$ cat config.mk
export PLATFORM = sky130hd
export DESIGN_NAME = tick_serial_tx_flat
export DESIGN_NICKNAME = d
export VERILOG_FILES = /design/src/rtl/tick_serial_tx_if.sv /design/src/rtl/tick_serial_tx.sv /design/src/flat_wrapper.sv
export SDC_FILE = /design/constraint.sdc
export NUM_CORES = 1
export LEC_CHECK = 0
export BUFFER_PORTS_ARGS = -buffer_cell sky130_fd_sc_hd__buf_2
export CAP_MARGIN = 20
export CORE_MARGIN = 1.5
export CORE_UTILIZATION = 50
export CTS_CLUSTER_SIZE = 8
export DETAILED_ROUTE_END_ITERATION = 10
export HOLD_SLACK_MARGIN = 0.15
export PLACE_DENSITY = 0.67
export SETUP_SLACK_MARGIN = 0.2
export SYNTH_ARGS = -nofsm -noshare
export SYNTH_HDL_FRONTEND = slang
export SYNTH_SLANG_ARGS = --single-unit
$ cat constraint.sdc
create_clock -name i_clk -period 3.1 [get_ports i_clk]
set_clock_uncertainty 0.15 [all_clocks]
set_input_delay 0.155 -clock i_clk [delete_from_list [all_inputs] [get_ports i_clk]]
set_output_delay 0.155 -clock i_clk [all_outputs]
set_load 0.01 [all_outputs]
$ cat src/rtl/tick_serial_tx_if.sv
// rtl/tick_serial_tx_if.sv - valid/ready word handshake feeding tick_serial_tx
interface tick_serial_tx_if #(
  parameter int DATA_W = 8
);
  logic [DATA_W-1:0] data;
  logic              valid;
  logic              ready;

  modport master (output data, output valid, input ready);
  modport slave  (input data, input valid, output ready);
endinterface

$ cat src/rtl/tick_serial_tx.sv
// rtl/tick_serial_tx.sv - tick-paced LSB-first async serial transmitter with input FIFO
module tick_serial_tx #(
  parameter int DATA_W     = 8,
  parameter int FIFO_DEPTH = 4,
  parameter int STOP_BITS  = 1
) (
  input  logic            i_clk,
  input  logic            i_reset,
  input  logic            i_tick,
  tick_serial_tx_if.slave in_if,
  output logic            o_tx,
  output logic            o_busy
);
  localparam int PW = (FIFO_DEPTH > 1) ? $clog2(FIFO_DEPTH) : 1;
  localparam int CW = PW + 1;
  localparam int BW = $clog2(DATA_W + 1);

  typedef enum logic [1:0] {IDLE, START, DATA, STOP} state_t;

  logic [DATA_W-1:0] mem [FIFO_DEPTH];
  logic [PW-1:0]     wr_ptr, rd_ptr;
  logic [CW-1:0]     count;
  logic              push, pop, fifo_empty;

  state_t            state, state_n;
  logic [DATA_W-1:0] shifter, shifter_n;
  logic [BW-1:0]     bit_cnt, bit_cnt_n;
  logic [1:0]        stop_cnt, stop_cnt_n;
  logic              tx, tx_n;

  assign in_if.ready = (count < CW'(FIFO_DEPTH)) && !i_reset;
  assign push        = in_if.valid && in_if.ready;
  // Pops only see the registered count, so a word pushed this cycle waits a cycle.
  assign fifo_empty  = (count == '0);

  always_ff @(posedge i_clk) begin
    if (push) begin
      mem[wr_ptr] <= in_if.data;
    end
  end

  always_ff @(posedge i_clk or posedge i_reset) begin
    if (i_reset) begin
      wr_ptr <= '0;
      rd_ptr <= '0;
      count  <= '0;
    end else begin
      if (push) begin
        wr_ptr <= wr_ptr + PW'(1);
      end
      if (pop) begin
        rd_ptr <= rd_ptr + PW'(1);
      end
      case ({push, pop})
        2'b10:   count <= count + CW'(1);
        2'b01:   count <= count - CW'(1);
        default: count <= count;
      endcase
    end
  end

  always_ff @(posedge i_clk or posedge i_reset) begin
    if (i_reset) begin
      state    <= IDLE;
      shifter  <= '0;
      bit_cnt  <= '0;
      stop_cnt <= '0;
      tx       <= 1'b1;
    end else begin
      state    <= state_n;
      shifter  <= shifter_n;
      bit_cnt  <= bit_cnt_n;
      stop_cnt <= stop_cnt_n;
      tx       <= tx_n;
    end
  end

  always_comb begin
    state_n    = state;
    shifter_n  = shifter;
    bit_cnt_n  = bit_cnt;
    stop_cnt_n = stop_cnt;
    tx_n       = tx;
    pop        = 1'b0;
    if (i_tick) begin
      case (state)
        IDLE: begin
          if (!fifo_empty) begin
            pop       = 1'b1;
            shifter_n = mem[rd_ptr];
            tx_n      = 1'b0;
            state_n   = START;
          end
        end
        START: begin
          tx_n      = shifter[0];
          shifter_n = shifter >> 1;
          bit_cnt_n = BW'(1);
          state_n   = DATA;
        end
        DATA: begin
          if (bit_cnt < BW'(DATA_W)) begin
            tx_n      = shifter[0];
            shifter_n = shifter >> 1;
            bit_cnt_n = bit_cnt + BW'(1);
          end else begin
            tx_n       = 1'b1;
            stop_cnt_n = 2'd1;
            state_n    = STOP;
          end
        end
        STOP: begin
          if (stop_cnt < 2'(STOP_BITS)) begin
            stop_cnt_n = stop_cnt + 2'd1;
          end else if (!fifo_empty) begin
            // Chain straight into the next start bit, no idle period between frames.
            pop       = 1'b1;
            shifter_n = mem[rd_ptr];
            tx_n      = 1'b0;
            state_n   = START;
          end else begin
            state_n = IDLE;
          end
        end
        default: state_n = IDLE;
      endcase
    end
  end

  assign o_tx   = tx;
  assign o_busy = (state != IDLE) || !fifo_empty;
endmodule

$ cat src/flat_wrapper.sv
// flat-port wrapper written by rule: the top's interface ports become plain ports
module tick_serial_tx_flat 
#(
  parameter int DATA_W     = 8,
  parameter int FIFO_DEPTH = 4,
  parameter int STOP_BITS  = 1
)
  (i_clk, i_reset, i_tick, o_tx, o_busy, in_if_data, in_if_valid, in_if_ready);
  tick_serial_tx_if #(.DATA_W(DATA_W)) in_if_i ();
  input  logic i_clk;
  input  logic i_reset;
  input  logic i_tick;
  output logic o_tx;
  output logic o_busy;
  input wire logic [$bits(in_if_i.data)-1:0] in_if_data;
  input wire logic [$bits(in_if_i.valid)-1:0] in_if_valid;
  output wire logic [$bits(in_if_i.ready)-1:0] in_if_ready;
  assign in_if_i.data = in_if_data;
  assign in_if_i.valid = in_if_valid;
  assign in_if_ready = in_if_i.ready;
  tick_serial_tx #(.DATA_W(DATA_W), .FIFO_DEPTH(FIFO_DEPTH), .STOP_BITS(STOP_BITS)) u_core (.i_clk(i_clk), .i_reset(i_reset), .i_tick(i_tick), .in_if(in_if_i), .o_tx(o_tx), .o_busy(o_busy));
endmodule
== Yosys cells after proc, flatten, opt, wreduce, memory -nomap -nowiden ==
Memories as Yosys holds them, arrays and structs flattened.
Cells that the tools add are included.

* Logic and storage cells: 69
* Memory bits (writable): 32
* Bits in registers: 24
* Bits of input ports: 12
* Memories kept: 1

{| class="wikitable"
|+ Memory list
! name !! depth !! bits a word !! rd ports !! clocked after Yosys merged registers in !! write ports !! line !! source
|-
| u_core.mem || 4 || 8 || 1 || 0 || 1 || tick_serial_tx.sv:20 || <nowiki>logic [DATA_W-1:0] mem [FIFO_DEPTH];</nowiki>
|}

* Equality and inequality tests: 10
* Add/subtract/negate cells: 6
* Multiplexer cells: 25
* Reductions and logical operators: 16
* $lt $le $gt $ge: 3

{| class="wikitable"
|+ Operators by type and width
! kind !! count
|-
| 8-bit one-hot mux with 4 select lines || 1
|-
| 8-bit two-way mux || 3
|-
| 2-bit two-way mux || 5
|-
| 1-bit two-way mux || 9
|-
| 2-bit one-hot mux with 4 select lines || 1
|-
| 4-bit one-hot mux with 2 select lines || 1
|-
| 4-bit AND reduction || 2
|-
| 2-bit nonzero test || 4
|-
| 2-bit by 1-bit adder with 2-bit output, second input constant || 3
|-
| 2-bit == test, second input constant || 3
|-
| 2-bit != test, second input constant || 3
|-
| 3-bit one-hot mux with 2 select lines || 1
|-
| 3-bit AND reduction || 2
|-
| 4-bit by 1-bit adder with 4-bit output, second input constant || 1
|-
| 2-bit by 1-bit == test with 1-bit output, second input constant || 2
|-
| 4-bit < comparator, second input constant || 1
|-
| 4-bit two-way mux || 1
|-
| 2-bit by 1-bit != test with 1-bit output, second input constant || 2
|-
| 1-bit one-hot mux with 4 select lines || 1
|-
| 2-bit one-hot mux with 2 select lines || 1
|-
| 3-bit by 1-bit adder with 3-bit output, second input constant || 1
|-
| 3-bit logical NOT || 1
|-
| 3-bit < comparator, second input constant || 1
|-
| 3-bit by 1-bit subtractor with 3-bit output, second input constant || 1
|-
| 7 further kinds || 9
|}

== Depth between registers and ports, before layout ==
* Word-level depth: 7
* Gate-level depth with buffers: 12
* Gate-level depth less buffers: 11

== Worst setup path after synthesis ==
OpenSTA, ideal clock, no wires.

* Kind: register to register
* Start point: reg u_core.state[0]
* End point: reg u_core.count[2]
* Data required time: 2.871 ns
* Data arrival time: 2.364 ns
* Clock period less this slack: 2.593 ns
* Path buffers: 1
* Cell stages (with the launch flop): 13
* Slack: 0.507 ns
* Cell sequence: dfrtp_1 > inv_1 > ha_1 > clkbuf_1 > nor2b_1 > o211ai_1 > inv_1 > ha_1 > inv_1 > fa_1 > xor2_1 > nor2_1 > xor2_1

* Word-level cells in the longest chain between the ends: 5

{| class="wikitable"
|+ RTL lines
! item !! line !! source
|-
| start, declared || tick_serial_tx.sv:25 || <nowiki>state_t state, state_n;</nowiki>
|-
| start signal, assigned || tick_serial_tx.sv:70 || <nowiki>state <= state_n;</nowiki>
|-
| 2-bit == test / 2-bit logical NOT (equally long branches) || tick_serial_tx.sv:86 || <nowiki>case (state)</nowiki>
|-
| 1-bit one-hot mux with 2 select lines * || tick_serial_tx.sv:86 ||
|-
| 1-bit two-way mux * || tick_serial_tx.sv:85 || <nowiki>if (i_tick) begin</nowiki>
|-
| named net u_core.pop || tick_serial_tx.sv:23 || <nowiki>logic push, pop, fifo_empty;</nowiki>
|-
| 2-bit by 1-bit == test with 1-bit output / 2-bit == test (equally long branches) || tick_serial_tx.sv:54 || <nowiki>case ({push, pop})</nowiki>
|-
| 3-bit one-hot mux with 2 select lines / 2-bit nonzero test (equally long branches) || - ||
|-
| end signal, assigned || tick_serial_tx.sv:55 || <nowiki>2'b10: count <= count + CW'(1);</nowiki>
|-
| end signal, assigned || tick_serial_tx.sv:56 || <nowiki>2'b01: count <= count - CW'(1);</nowiki>
|-
| end signal, assigned || tick_serial_tx.sv:57 || <nowiki>default: count <= count;</nowiki>
|-
| end, declared || tick_serial_tx.sv:22 || <nowiki>logic [CW-1:0] count;</nowiki>
|}

Mark *: on every way through the listed nets, which the timed path passes. The rest lies on a longest branch.
A chain may end at the register's enable or synchronous reset.

== Worst setup path after layout ==
Same ends and word-level chain as after synthesis.

==> impl_metrics.py <==
metrics = {
    "clock_network": {
        "root_buffer": "clkbuf_8",
        "htree_levels": 2,
        "cts_made_buffers": 5,
        "cts_tree": "built",
        "cts_buffer_depth": 2,
        "clock_latency_ns": 0.30,
        "cts.sinks": 56,
        "path_clk_slew_ns": 0.09,
    },
    "layout": {
        "antenna_cells": 0,
        "final_cell_mix": "edfxtp_1, dfrtp_1, mux2i_1",
        "area_growth_pct": 12.6,
        "stdcell_area_um2": 2940,
        "nets": 243,
        "utilization_pct": 57.9,
        "final_common_cell": "edfxtp_1",
        "drive_gt1_share_pct": 18.2,
    },
    "global_route": {
        "grt-ovfl-total": 0,
        "grt_pass1_wl_mm": 7.56,
        "grt_max_degree": 25,
        "antenna_found_initial": 0,
        "grt_util_all_layers_pct": 18.3,
        "grt_pass1_vias": 1601,
    },
    "floorplan": {
        "pin_count": 15,
        "fp.dieArea_um2": 5660,
        "die_w_um": 75.2,
        "die_y_um": 75.2,
        "rows": 26,
        "start_util_pct": 51.4,
        "core-area_um2": 5070,
    },
    "synthesis": {
        "syn_nets": 217,
        "syn_inst": 193,
        "ys_top_cells_by_area": "edfxtp_1, dfrtp_1, mux2i_1",
        "yosysUniqueCellTypes": 43,
        "yosys.area.top_type": "edfxtp_1",
        "ys_seq_area_share_pct": 59.9,
        "netlist_area_um2": 2610,
        "synth-edff-count": 32,
        "synth.avg_cell_area_um2": 13.5,
        "synth.ff_latch_count": 56,
        "ys.flop_type": "edfxtp_1",
        "synthArstFlopShare_pct": 42.9,
        "synth_top_area_share_pct": 36.8,
        "ys_warn_count": 0,
    },
    "setup_path": {
        "cp-end-kind": "register",
        "arrival_ns": 2.77,
        "cp-start-kind": "register",
        "critPathKind": "reg2reg",
        "required_ns": 3.18,
        "cp_max_fo": 13,
    },
    "pwr": {
        "pwr-share-comb_pct": 40.0,
        "power_switching_share_pct": 36.0,
        "clockPowerShare_pct": 14.8,
        "power_density_nw_per_um2": 881,
        "ir_drop_mv": 0.461,
        "p_leak_nw": 1.20,
        "switching_power_mw": 0.932,
        "power_frac_seq_pct": 45.2,
        "p_int_mw": 1.65,
        "total_power_mw": 2.59,
    },
    "placement": {
        "postPlaceCellArea_um2": 2740,
        "gp_congestion": 0.770,
        "dp_hpwl_mm": 3.16,
        "port-buffer-count": 14,
    },
    "route": {
        "drtPass1Iterations": 4,
        "route.detailed.drc": 0,
        "viasPerCell": 5.34,
        "drt_iter0_drc": 137,
        "wl_per_cell_um": 15.5,
        "ant_nets": 0,
        "finalWirelength_mm": 4.49,
        "vias": 1549,
    },
    "min_path": {
        "hold_class": "reg2reg",
    },
    "timing": {
        "slew_headroom_pct": 34.9,
        "period_needed_ns": 2.69,
        "max_freq_mhz": 371,
        "tns_ns": 0,
        "hold_violations": 0,
        "slew_violations": 0,
        "worst_pin_slew_ns": 0.976,
        "rsz0062_at_grt": "no",
        "setup_viol": 0,
        "post-route-period-util_pct": 86.9,
    },
    "run_status": {
        "status": "finished, final reports clean",
    },
    "flow_run": {
        "maxCapViolCount": 0,
    },
}
==> worst max-delay path: stages (launching register included) <==
cell and delay, ns:
dfrtp_2 0.45, inv_1 0.12, ha_2 0.37, nor2b_1 0.17
o211ai_1 0.16, inv_1 0.08, ha_1 0.18, inv_1 0.07
fa_1 0.44, xor2_1 0.16, nor2_1 0.11, xor2_1 0.15
==> cell type report <==
class	count	area (µm²)
Multi-Input combinational cell	117	968
Fill cell	434	2140
Clock inverter	2	12.5
Inverter	14	52.6
Tap cell	70	87.6
Sequential cell	56	1560
Clock buffer	6	72.6
Timing Repair Buffer	25	180
==> synth_stat cells (all sizes together), types with 3 or more instances <==
cell type,number
nand2,11
inv,14
edfxtp,32
and3,4
mux2i,17
dfrtp,23
nor2,6
xnor2,4
nor3,4
buf,4
ha,11
o21ai,3
mux2,12
a22o,3
o221ai,7
nor2b,7
==> path summary, 6_finish.rpt <==
kind / start / to / slack, ns / cells after the start
setup / recovery: u_core.state[0] / u_core.count[2] / 0.41 / 11
hold / removal: u_core.o_tx / u_core.o_tx / 0.35 / 2
setup reg to reg: u_core.state[0] / u_core.count[2] / 0.41 / 11
hold reg to reg: u_core.o_tx / u_core.o_tx / 0.35 / 2
max in group asynchronous: i_reset / u_core.state[0] / 1.76 / 3
min in group asynchronous: i_reset / u_core.shifter[7] / 0.44 / 3
==> sequential cells by signal, summed over array words and instances, names as in the netlist <==
name and flops:
u_core.mem 32, u_core.shifter 8, u_core.bit_cnt 4, u_core.count 3, u_core.rd_ptr 2, u_core.state 2, u_core.stop_cnt 2, u_core.wr_ptr 2
u_core.o_tx 1
==> power by group through the flow <==
stage	Combinational (mW)	Sequential [mW]	Clock, mW
global route	1.16	1.20	0.422
floorplan	0.874	1.09	0
global placement	0.958	1.17	0
detailed placement	1.03	1.18	0
CTS	1.04	1.17	0.392
finish	1.04	1.17	0.383
==> cell families after synthesis <==
logic type,share of synthesized area [%]
buf+inv,3.07
simple gates,8.20
flops,59.9
compound gates,9.07
xor+xnor,2.01
fa+ha+maj,6.04
mux,11.7
==> per-stage QoR <==
stage	std cells	worst slack [ns]	hold slack [ns]
2_1_floorplan	193	0.507	0.0189
3_3_place_gp	271	0.464	0.212
3_5_place_dp	271	0.285	0.222
4_1_cts	290	0.257	0.354
5_1_grt	290	0.224	0.369
6_report	290	0.406	0.348
==> timing repair <==
item | CTS | global route
endpoints found under the setup margin | 0 | 1
setup buffers | 0 | 0
endpoints found under the hold margin | 58 | 0
hold buffers | 11 | 0
gates resized for setup | 0 | 2
==> layer usage <==
layer,routed length [µm],GRT usage [%],up-vias
met4,54,5.95,0
met2,2220,29.8,15
met1,2100,24.8,771
li1,-,-,758
met5,0,0,-
met3,115,4.02,5
Power figures use the tool's default switching activity.
